**src/rtl/amc_sample_monitor.sv**
```systemverilog
// Offset-calibrating sample conditioner: corrected/saturated samples, block averages and,
// when AMC_MONITOR_OC_TRIP_EN is defined, a latched overcurrent fault.
module amc_sample_monitor #(
   parameter int          CAL_LOG2  = 4,
   parameter int          AVG_LOG2  = 3,
   parameter logic [15:0] OC_THRESH = 16'd24000,
   parameter int          OC_COUNT  = 3
) (
   input  logic        mclk,
   input  logic        resetn,
   input  logic [15:0] sample_data,
   input  logic        sample_en,
   input  logic        cal_req,
   input  logic        oc_clear,
   output logic [15:0] corr_data,
   output logic        corr_valid,
   output logic [15:0] avg_data,
   output logic        avg_valid,
   output logic [15:0] offset,
   output logic        cal_done,
   output logic        oc_fault
);

   localparam int CAW = 16 + CAL_LOG2;
   localparam int AAW = 16 + AVG_LOG2;

   typedef enum logic {ST_CAL, ST_RUN} state_t;

   state_t                r_state, w_state_next;
   logic                  r_en_d;
   logic                  w_evt;
   logic [CAW-1:0]        r_cal_acc;
   logic [CAL_LOG2-1:0]   r_cal_cnt;
   logic [CAW-1:0]        w_cal_sum;
   logic                  w_cal_last;
   logic [15:0]           r_offset;
   logic signed [16:0]    w_diff;
   logic [15:0]           w_sat;
   logic [15:0]           r_corr_data;
   logic                  r_corr_valid;
   logic                  w_s2;
   logic signed [AAW-1:0] r_avg_acc;
   logic [AVG_LOG2-1:0]   r_avg_cnt;
   logic signed [AAW-1:0] w_avg_sum;
   logic                  w_avg_last;
   logic [15:0]           r_avg_data;
   logic                  r_avg_valid;

   always_ff @(posedge mclk or negedge resetn) begin
      if (!resetn) r_en_d <= 1'b0;
      else         r_en_d <= sample_en;
   end

   assign w_evt = sample_en & ~r_en_d;

   // FSM: state register / next state / outputs
   always_ff @(posedge mclk or negedge resetn) begin
      if (!resetn) r_state <= ST_CAL;
      else         r_state <= w_state_next;
   end

   always_comb begin
      w_state_next = r_state;
      if (cal_req)
         w_state_next = ST_CAL;
      else if (r_state == ST_CAL && w_evt && w_cal_last)
         w_state_next = ST_RUN;
   end

   always_comb begin
      cal_done = (r_state == ST_RUN);
   end

   assign w_cal_last = (r_cal_cnt == {CAL_LOG2{1'b1}});
   assign w_cal_sum  = r_cal_acc + CAW'(sample_data);

   always_ff @(posedge mclk or negedge resetn) begin
      if (!resetn) begin
         r_cal_acc <= '0;
         r_cal_cnt <= '0;
         r_offset  <= 16'h8000;
      end else if (cal_req) begin
         r_cal_acc <= '0;
         r_cal_cnt <= '0;
      end else if (r_state == ST_CAL && w_evt) begin
         if (w_cal_last) begin
            r_offset  <= 16'(w_cal_sum >> CAL_LOG2);
            r_cal_acc <= '0;
            r_cal_cnt <= '0;
         end else begin
            r_cal_acc <= w_cal_sum;
            r_cal_cnt <= r_cal_cnt + CAL_LOG2'(1);
         end
      end
   end

   // 17-bit difference overflows 16 bits exactly when its top two bits disagree
   assign w_diff = $signed({1'b0, sample_data}) - $signed({1'b0, r_offset});
   assign w_sat  = (w_diff[16] != w_diff[15]) ? (w_diff[16] ? 16'h8000 : 16'h7FFF)
                                              : w_diff[15:0];

   always_ff @(posedge mclk or negedge resetn) begin
      if (!resetn) begin
         r_corr_data  <= '0;
         r_corr_valid <= 1'b0;
      end else begin
         r_corr_valid <= 1'b0;
         if (r_state == ST_RUN && w_evt && !cal_req) begin
            r_corr_data  <= w_sat;
            r_corr_valid <= 1'b1;
         end
      end
   end

   // Second stage consumes the registered corrected sample unless a recalibration intervenes
   assign w_s2       = r_corr_valid & ~cal_req;
   assign w_avg_sum  = r_avg_acc + {{AVG_LOG2{r_corr_data[15]}}, r_corr_data};
   assign w_avg_last = (r_avg_cnt == {AVG_LOG2{1'b1}});

   always_ff @(posedge mclk or negedge resetn) begin
      if (!resetn) begin
         r_avg_acc   <= '0;
         r_avg_cnt   <= '0;
         r_avg_data  <= '0;
         r_avg_valid <= 1'b0;
      end else begin
         r_avg_valid <= 1'b0;
         if (cal_req) begin
            r_avg_acc <= '0;
            r_avg_cnt <= '0;
         end else if (w_s2) begin
            if (w_avg_last) begin
               r_avg_data  <= 16'(w_avg_sum >>> AVG_LOG2);
               r_avg_valid <= 1'b1;
               r_avg_acc   <= '0;
               r_avg_cnt   <= '0;
            end else begin
               r_avg_acc <= w_avg_sum;
               r_avg_cnt <= r_avg_cnt + AVG_LOG2'(1);
            end
         end
      end
   end

`ifdef AMC_MONITOR_OC_TRIP_EN
   localparam logic [7:0] OC_CNT_MAX = 8'(OC_COUNT);

   logic [16:0] w_mag;
   logic        w_over;
   logic [7:0]  r_oc_cnt, w_oc_cnt_next;
   logic        r_oc_fault;

   assign w_mag  = r_corr_data[15] ? (17'd0 - {1'b1, r_corr_data}) : {1'b0, r_corr_data};
   assign w_over = (w_mag > {1'b0, OC_THRESH});
   assign w_oc_cnt_next = !w_over ? 8'd0 :
                          (r_oc_cnt == OC_CNT_MAX) ? r_oc_cnt : r_oc_cnt + 8'd1;

   always_ff @(posedge mclk or negedge resetn) begin
      if (!resetn) begin
         r_oc_cnt   <= '0;
         r_oc_fault <= 1'b0;
      end else begin
         if (cal_req)   r_oc_cnt <= '0;
         else if (w_s2) r_oc_cnt <= w_oc_cnt_next;
         // a trip outranks a simultaneous clear
         if (w_s2 && w_oc_cnt_next == OC_CNT_MAX) r_oc_fault <= 1'b1;
         else if (oc_clear)                       r_oc_fault <= 1'b0;
      end
   end

   assign oc_fault = r_oc_fault;
`else
   logic w_unused_oc;
   assign w_unused_oc = oc_clear ^ (|OC_THRESH) ^ (OC_COUNT != 0);
   assign oc_fault    = 1'b0;
`endif

   assign corr_data  = r_corr_data;
   assign corr_valid = r_corr_valid;
   assign avg_data   = r_avg_data;
   assign avg_valid  = r_avg_valid;
   assign offset     = r_offset;

endmodule

```
**config.mk**
```make
export PLATFORM = sky130hd
export DESIGN_NAME = amc_sample_monitor
export DESIGN_NICKNAME = d
export VERILOG_FILES = /design/src/rtl/amc_sample_monitor.sv
export SDC_FILE = /design/constraint.sdc
export NUM_CORES = 1
export LEC_CHECK = 0
export ABC_AREA = 1
export CAP_MARGIN = 5
export CELL_PAD_IN_SITES_DETAIL_PLACEMENT = 1
export CELL_PAD_IN_SITES_GLOBAL_PLACEMENT = 1
export CORE_ASPECT_RATIO = 1.5
export CORE_MARGIN = 1
export CORE_UTILIZATION = 39
export CTS_BUF_LIST = sky130_fd_sc_hd__clkbuf_2
export DETAILED_ROUTE_END_ITERATION = 8
export PLACE_DENSITY = 0.9
export SETUP_SLACK_MARGIN = 0.05
export SLEW_MARGIN = 10
export SYNTH_ARGS = -nofsm -noshare
export SYNTH_HDL_FRONTEND = slang
export SYNTH_SLANG_ARGS = --single-unit
```
**constraint.sdc**
```tcl
create_clock -name mclk -period 2 [get_ports mclk]
set_clock_uncertainty 0.1 [all_clocks]
set_input_delay 0.2 -clock mclk [delete_from_list [all_inputs] [get_ports mclk]]
set_output_delay 0.2 -clock mclk [all_outputs]
set_load 0.05 [all_outputs]
```
==> run metrics, run 1 <==
Synth top area share 35.6%; HPWL Detailed 20.7 mm; I/O pin count 73; synth top area cells dfrtp_1 36%, nand2_1 17%, ha_1 9.7%; largest net degree at the start of global routing 39; H-tree depth 3; YS warnings 0; pre-CTS setup slack -0.710 ns; Cell variety after synth 43; Halt Reason [ERROR GRT-0232] Routing congestion too high. Check the congestion heatmap in the GUI.; Die Height 164 um; Placed Cells 1367; post-synthesis cell count 933; register area share after synthesis 35.9%; most area-hungry cell type in the Yosys netlist dfrtp_1; floorplan row count 58; placer congestion estimate 0.912; FF+latch count, synth 98; worst endpoint from the post-global-route timing repair corr_data[8]$_DFFE_PN0P_/D; PortBufs 70; CTS buffer count 9; syn_area_per_cell 7.32 um^2; run status aborted with a tool error; Syn Nets 1010; Mapped Area 6830 um^2; gr ovfl total 60; Max clock buf depth 2; width of the chip 110 um; Initial Util 40.2%; GRT Total Usage 62.7%; root buffer cell clkbuf_2; Fail Step global routing (5_1_grt); CTS Sinks 98; WEP type register data pin
-- metal layers --
metal | overflow | global-route usage (%)
met5 | 0 | 4.17
met2 | 29 | 87.7
met4 | 29 | 67.6
met3 | 2 | 39.8
met1 | 0 | 57.9
-- cell usage after synthesis --
library cell	instances
a22oi_1	1
clkinv_1	1
nor3_1	12
xor2_1	17
nand3b_1	8
o21bai_1	4
a22o_1	9
nand2_1	316
nor3_4	1
buf_12	1
o22ai_1	1
buf_6	2
nand3_2	4
buf_2	3
ha_1	53
nand3_1	75
nor4_1	1
nor3_2	1
inv_4	1
dfstp_2	1
inv_2	2
conb_1	1
or2_2	6
a32o_1	1
o21ai_0	42
xnor2_1	8
buf_4	1
a31oi_1	3
dfrtp_1	97
nor2_1	76
a21oi_2	12
o21a_1	1
o31ai_1	2
a21o_1	6
nand2_2	8
and2_1	1
a21oi_4	3
nand4_1	10
inv_1	92
clkbuf_1	9
a21oi_1	36
a211oi_1	1
fa_1	3
-- metrics by stage --
stage | hold WS, ns | cell area [um^2] | TNS (ns)
detailed placement | 0.0636 | 9220 | -24.87
floorplan | -0.196 | 7010 | -2.35
global placement | 0.0568 | 9220 | -19.35
CTS | 0.0553 | 10400 | -4.39
-- repair_timing --
item                       in CTS
setup endpoints to repair     126
cloned                          2
buffers inserted               26
hold buffers                    4
pin swaps                      85
hold endpoints to repair       99
gates resized for setup       398
-- logic make-up after synthesis --
logic type	synth area share, %
buffers and inverters	6.76
flip-flops	35.9
AO/OA/AOI/OAI	11.3
adder cells (fa/ha/maj)	10.6
other	0.0549
XOR/XNOR	3.21
AND/OR/NAND/NOR	32.2
==> run 2, diff against run 1 <==
- CELL_PAD_IN_SITES_DETAIL_PLACEMENT: 1 -> not set
- CELL_PAD_IN_SITES_GLOBAL_PLACEMENT: 1 -> not set
- CORE_ASPECT_RATIO: 1.5 -> not set
- CORE_UTILIZATION: 39 -> 40
- CTS_BUF_LIST: sky130_fd_sc_hd__clkbuf_2 -> not set
- PLACE_DENSITY: 0.9 -> not set
- PLACE_DENSITY_LB_ADDON: not set -> 0.15
- SETUP_SLACK_MARGIN: 0.05 -> not set
- clock period: 2 -> 2.6 ns (I/O delays scaled with it)
==> run 2 against run 1 <==
Net effect:
- the flow now finishes without violations
- area after synthesis unchanged
- synthesized cell count stayed put
==> run metrics, run 2 <==
run status complete, no violations; post-synthesis cell count 933 (unchanged); worst hold endpoint r_en_d$_DFF_PN0_; Initial Util 41.0% (+0.82 points); initial antenna violation count 0; antenna viol nets, final 0; I/O pin count 73 (unchanged); RR Startpoint offset[0]$_DFFE_PN0P_; WP data arrival 2.46 ns; Design Power 3620 uW; floorplan row count 47 (-19%); gr ovfl total 0; max_cap viols 0; Min Hold Slack 0.284 ns; Least-Margin Pin Slew 0.615 ns; First-pass DRT Iterations 4; YS warnings 0 (unchanged); Max clock buf depth 2 (unchanged); Slew HR 58.9%; worst path required time 2.73 ns; CTS buffer count 9 (unchanged); leakage power 0.00433 uW; most numerous cell in the Yosys netlist nand2_1; register-to-register setup slack 0.29 ns; TNS Setup 0 ns; non-filler instance count after layout 1252; PortBufs 70 (unchanged); critical path endpoint category flop; critical path class in2reg; Cell variety after synth 43 (unchanged); synthesized-area fraction occupied by and/or/nand/nor cells 32.2% (unchanged); die area 17600 um^2; post-CTS setup buffers 0 (-100%); Layout fillers 1703; adder-cell share of the synthesized area 10.6% (unchanged); Final Util 49.5%; CTS tree built; vias after detailed routing 6178; final setup fails 0; ys flop type dfrtp_1; # nets final 1105; critical path fanouts, max 13; layout cells sized above 1 8.14%; PwrDens 440 nW/um^2; first-pass GRT wire length 29.5 mm; Synth top area share 35.6% (unchanged); Mapped Area 6830 um^2 (unchanged); synth top area cells dfrtp_1 36%, nand2_1 17%, ha_1 9.7%; ys async rst share 100% (unchanged); post-synthesis mux area share 0% (unchanged); r2r endpoint corr_data[11]$_DFFE_PN0P_; CTS Sinks 98 (unchanged); Post-synth EDFFs 0 (unchanged); fin. max-slew vios 0; post-synthesis compound-gate area fraction 11.3% (unchanged); DRT iter0 DRCs 248; core area 16600 um^2; FF+latch count, synth 98 (unchanged); largest register by flop count r_cal_acc; Die Height 133 um (-19%); GRT Total Usage 21.2%; Period minus WS final 2.32 ns; Post-synth top cells 316 x nand2_1, 97 x dfrtp_1, 92 x inv_1; placer congestion estimate 0.914 (+0.23%); Inserted Diodes 0; period utilization 89.3%; largest registers r_cal_acc (20), r_avg_acc (19); H-tree depth 3 (unchanged); max FFs per register 20; largest net degree at the start of global routing 43; most frequent cells in the layout 316 x nand2_1, 97 x dfrtp_1, 92 x inv_1; Wirelength per Cell 14.2 um; largest family of logic cells by synthesized area simple AND/OR/NAND/NOR gates; maximum VDD drop 0.000323 V; DRC 0; width of the chip 133 um (+21%); most area-hungry cell type in the Yosys netlist dfrtp_1; Placed Cells 1236 (-9.6%); CP Launch Type input pin; Fin. Hold Viols 0; RSZ-0062 raised after global routing no; worst skew pair latency 0.35 ns; syn_area_per_cell 7.32 um^2 (unchanged); vias in the first global route 6151; hold path cells 1; register area share after synthesis 35.9% (unchanged); wirelength, routed 17.8 mm; root buffer cell clkbuf_16; Hold Crit Class in2reg; DR vias/cell 4.93; HPWL Detailed 14.3 mm (-31%); commonest non-fill, non-tap cell in the layout nand2_1; Fmax 430 MHz; Post-Synth XOR/XNOR Area 3.21% (unchanged); reg2reg path depth 11; worst hold start sample_en; clock-pin slew on the worst setup and hold paths 0.07 ns; Syn Nets 1010 (unchanged); Area Growth Syn to Fin 20.7%
-- run 2: cell counts after synthesis --
No cell type changed its count.
-- run 2: timing repair --
item / CTS / global route
gates resized for setup: 0 / 1
hold endpoints to repair: 39 / 0
endpoints found under the setup margin: 0 / 1
hold buffers: 1 / 0
-- run 2: logic make-up (layout without fill, tap and decap cells) --
kind of cell | count (synthesis) | count (layout)
AND/OR/NAND/NOR | 519 | 519
XOR/XNOR | 25 | 25
other | 1 | 1
flip-flops | 98 | 98
adder cells (fa/ha/maj) | 56 | 56
buffers and inverters | 112 | 211
AO/OA/AOI/OAI | 122 | 122
-- run 2: how the worst max path moves through the flow --
stage | from | endpoint | cells past startpoint
6_report | sample_data[0] | corr_data[11]$_DFFE_PN0P_ | 13
3_5_place_dp | sample_data[0] | corr_data[11]$_DFFE_PN0P_ | 13
4_1_cts | corr_data[0]$_DFFE_PN0P_ | avg_data[11]$_DFFE_PN0P_ | 11
2_1_floorplan | offset[0]$_DFFE_PN0P_ | corr_data[11]$_DFFE_PN0P_ | 14
5_1_grt | offset[11]$_DFFE_PN0P_ | corr_data[0]$_DFFE_PN0P_ | 12
3_3_place_gp | sample_data[0] | corr_data[0]$_DFFE_PN0P_ | 15
-- run 2: final cells by class --
cell class	instances	area, um^2	area share, %
inverter	96	363	4.40
multi-input combinational	723	3920	47.5
timing repair buffer	100	938	11.4
clock inverter	5	63.8	0.775
sequential	98	2450	29.8
clock buffer	10	229	2.78
tap	220	275	3.34
-- run 2: worst max-delay path, cell delays in order --
cell	delay, ns
clkdlybuf4s50_1	0.42
inv_1	0.08
ha_1	0.13
inv_1	0.06
fa_1	0.39
nand2_1	0.09
nand3_1	0.10
nand3_1	0.10
nand2_2	0.08
a21oi_1	0.17
nand3_2	0.28
nand2_1	0.24
a21oi_4	0.07
-- run 2: per-layer routing --
layer  part of all wire (%)  vias up  global-route usage, %
li1                       -     3227                      -
met1                     44     2853                   24.8
met2                     51       73                   39.3
met3                    2.3       25                   3.22
met4                    2.1        0                   6.90
met5                      0        -                      0
-- run 2: where the power goes --
group,total (uW),internal (uW),switching [uW]
Sequential,1610,1570,40.8
Clock,1340,748,596
Combinational,669,247,423
Total,3620,2560,1060
-- run 2: metrics by stage --
| step | instance area (um^2) | worst slack [ns] |
|---|---|---|
| floorplan | 6830 | 0.202 |
| global placement | 7930 | -0.0976 |
| detailed placement | 7930 | -0.115 |
| CTS | 8240 | 0.218 |
| global route | 8240 | 0.0642 |
| finish | 8240 | 0.277 |
Note: power is estimated with default switching activity, not from simulation.
==> run 3, diff against run 2 <==
- ABC_AREA: 1 -> 0
- SKIP_CTS_REPAIR_TIMING: not set -> 1
==> run 3 against run 2 <==
Net effect:
- clock power decreased by 4%
- sequential share of layout area down 1.3 points
- area after synthesis fell by 7.6%
- non-clock buffer count increased by 95
- utilization is 7.0 points higher
- critical path depth fell by 1
- global-route usage decreased by 0.88 points
- largest power group unchanged
==> run metrics, run 3 <==
period utilization 98.5% (+9.2 points); # nets final 933 (-16%); DRC 0 (unchanged); Initial Util 41.2% (+0.17 points); Mapped Area 6310 um^2 (-7.6%); critical path fanouts, max 4 (-9); worst path required time 2.73 ns (about the same); register area share after synthesis 38.9% (+3.0 points); Synth top area share 38.5% (+2.9 points); Post-Synth XOR/XNOR Area 6.50% (+3.3 points); area of the multi-input gates 3860 um^2 (-1.3%); most area-hungry cell type in the Yosys netlist dfrtp_1; Net Sw Frac 27.4% (-1.9 points); Fmax 390 MHz (-9.3%); critical path class in2reg; post-synthesis compound-gate area fraction 24.9% (+14 points); CTS buffer count 9 (unchanged); Combinational Power Share 19.4% (+0.9 points); GRT Total Usage 20.3% (-0.88 points); max FFs per register 20 (unchanged); gr ovfl total 0 (unchanged); DRT iter0 DRCs 217 (-13%); Placed Cells 1045 (-15%); Wirelength per Cell 15.0 um (+5.6%); max_cap viols 0 (unchanged); post-synthesis cell count 677 (-27%); width of the chip 128 um (-3.8%); post-synthesis mux area share 2.10% (+2.1 points); run status complete, no violations; H-tree depth 3 (unchanged); CTS Sinks 98 (unchanged); first-pass GRT wire length 26.2 mm (-11%); non-filler instance count after layout 1072 (-14%); Cell variety after synth 69 (+60%); critical path endpoint category flop; initial antenna violation count 0 (unchanged); Post-synth EDFFs 0 (unchanged); vias after detailed routing 5528 (-11%); RSZ-0062 raised after global routing yes; clock share of power 36.3% (-0.8 points); internal power 2560 uW (-0.27%); Slew HR 60.1% (+1.1 points); HPWL Detailed 12.1 mm (-16%); placer congestion estimate 0.847 (-7.3%); Period minus WS final 2.56 ns (+0.239 ns); vias in the first global route 5417 (-12%); PortBufs 70 (unchanged); Post-synth top cells 97 x dfrtp_1, 87 x nand2_1, 56 x a21oi_1; commonest non-fill, non-tap cell in the layout buf_4; P_sw 963 uW (-9.2%); I/O pin count 73 (unchanged); largest registers r_cal_acc (20), r_avg_acc (19); leakage power 0.00398 uW (-8.1%); largest family of logic cells by synthesized area compound AO/OA/AOI/OAI gates; adder-cell share of the synthesized area 11.5% (+0.87 points); First-pass DRT Iterations 5 (+1); Layout fillers 1399 (-18%); synthesized-area fraction occupied by and/or/nand/nor cells 11.8% (-20 points); wirelength, routed 16.1 mm (-9.6%); design area 8660 um^2 (+5.1%); Die Height 128 um (-3.8%); ys async rst share 100% (unchanged); worst skew pair latency 0.35 ns (about the same); PwrDens 406 nW/um^2 (-7.6%); YS warnings 0 (unchanged); FF+latch count, synth 98 (unchanged); largest register by flop count r_cal_acc; Least-Margin Pin Slew 0.598 ns (-0.0173 ns); most frequent cells in the layout 123 x buf_4, 86 x nand2_1, 85 x dfrtp_1; antenna viol nets, final 0 (unchanged); largest net degree at the start of global routing 51 (+19%); core area 15300 um^2 (-8.0%); clock-pin slew on the worst setup and hold paths 0.07 ns (about the same); Hold Crit Class in2async; CTS tree built; Max clock buf depth 2 (unchanged); Post-DP Area 8040 um^2 (+1.4%); Area Growth Syn to Fin 37.2%; DR vias/cell 5.16 (+4.5%); ys flop type dfrtp_1; layout cells sized above 1 27.1% (+19 points); flip-flop and latch area 2470 um^2 (+0.61%); syn_area_per_cell 9.32 um^2 (+27%); Fin. Hold Viols 0 (unchanged); most numerous cell in the Yosys netlist dfrtp_1; final setup fails 0 (unchanged); WP data arrival 2.69 ns (+0.23 ns); die area 16300 um^2 (-7.5%); fin. max-slew vios 0 (unchanged); Syn Nets 754 (-25%); CP Launch Type input pin; synth top area cells dfrtp_1 38%, ha_1 11%, nand2_1 5.2%; floorplan row count 45 (-4.3%); root buffer cell clkbuf_16; Final Util 56.5% (+7.0 points); maximum VDD drop 0.000328 V (+1.3%); Inserted Diodes 0 (unchanged); power share of the sequential group 44.3% (about the same)
[run 3: changes by cell type in the layout (fill, tap and decap cells not counted), sizes merged, moves of 32 or more]
cell,previous run,this run
nor2,76,29
buf,30,125
nand3,79,11
nand2,324,87
o21ai,42,74
inv,96,35
[run 3: metal layers]
metal  wire (um)  track usage [%]  up-vias
met5           0                0        -
met4         227             7.20        0
met3         401             2.68       17
met2        7850             34.7       88
met1        7570             26.3     2637
li1            -                -     2786
[run 3: cells by family (layout without fill, tap and decap cells)]
logic type	count (synthesis)	in the layout
flops	98	98
buf+inv	62	245
compound gates	236	236
other cells	1	1
mux	12	12
xor+xnor	46	47
simple gates	166	166
fa+ha+maj	56	56
[run 3: final cells by class]
cell class | instances | share of cell area [%]
multi-input combinational | 518 | 44.6
sequential | 98 | 28.5
timing repair buffer | 195 | 19.2
tap | 211 | 3.05
clock buffer | 12 | 2.85
inverter | 34 | 1.47
clock inverter | 4 | 0.318
[run 3: critical path, stage by stage]
cell	delay (ns)
clkdlybuf4s50_1	0.48
buf_4	0.17
ha_1	0.25
a2111oi_4	0.39
buf_4	0.18
a211oi_2	0.06
buf_4	0.16
a311o_1	0.29
buf_4	0.15
nand2_1	0.08
xor2_1	0.17
o21ai_1	0.07
[run 3: power by group through the flow]
stage	clock network (uW)	logic [uW]	registers (uW)
after global placement	0	616	1590
final	1280	682	1560
after CTS	1300	632	1560
after floorplan	0	354	1580
after global routing	1360	752	1560
after detailed placement	0	628	1590
[run 3: stage by stage]
stage | setup slack, ns | hold slack, ns | setup TNS [ns] | power [uW]
floorplan | 0.00790 | -0.136 | 0 | 1940
global placement | -0.358 | 0.0532 | -9.60 | 2200
detailed placement | -0.436 | 0.0553 | -11.99 | 2220
CTS | -0.126 | -0.326 | -0.982 | 3490
global route | -0.0655 | 0.245 | -0.678 | 3680
finish | 0.0381 | 0.222 | 0 | 3520
[run 3: worst paths after layout]
kind / cells after the start / slack (ns) / startpoint / to
setup / recovery: 12 / 0.04 / sample_data[6] / offset[12]$_DFFE_PN0P_
hold / removal: 2 / 0.22 / resetn / avg_data[13]$_DFFE_PN0P_
setup reg to reg: 12 / 0.06 / r_cal_acc[0]$_DFFE_PN0P_ / r_cal_acc[18]$_DFFE_PN0P_
hold reg to reg: 2 / 0.38 / avg_data[10]$_DFFE_PN0P_ / avg_data[10]$_DFFE_PN0P_
max in group asynchronous: 3 / 1.46 / resetn / offset[0]$_DFFE_PN0P_
min in group mclk: 3 / 0.26 / sample_data[0] / r_cal_acc[0]$_DFFE_PN0P_
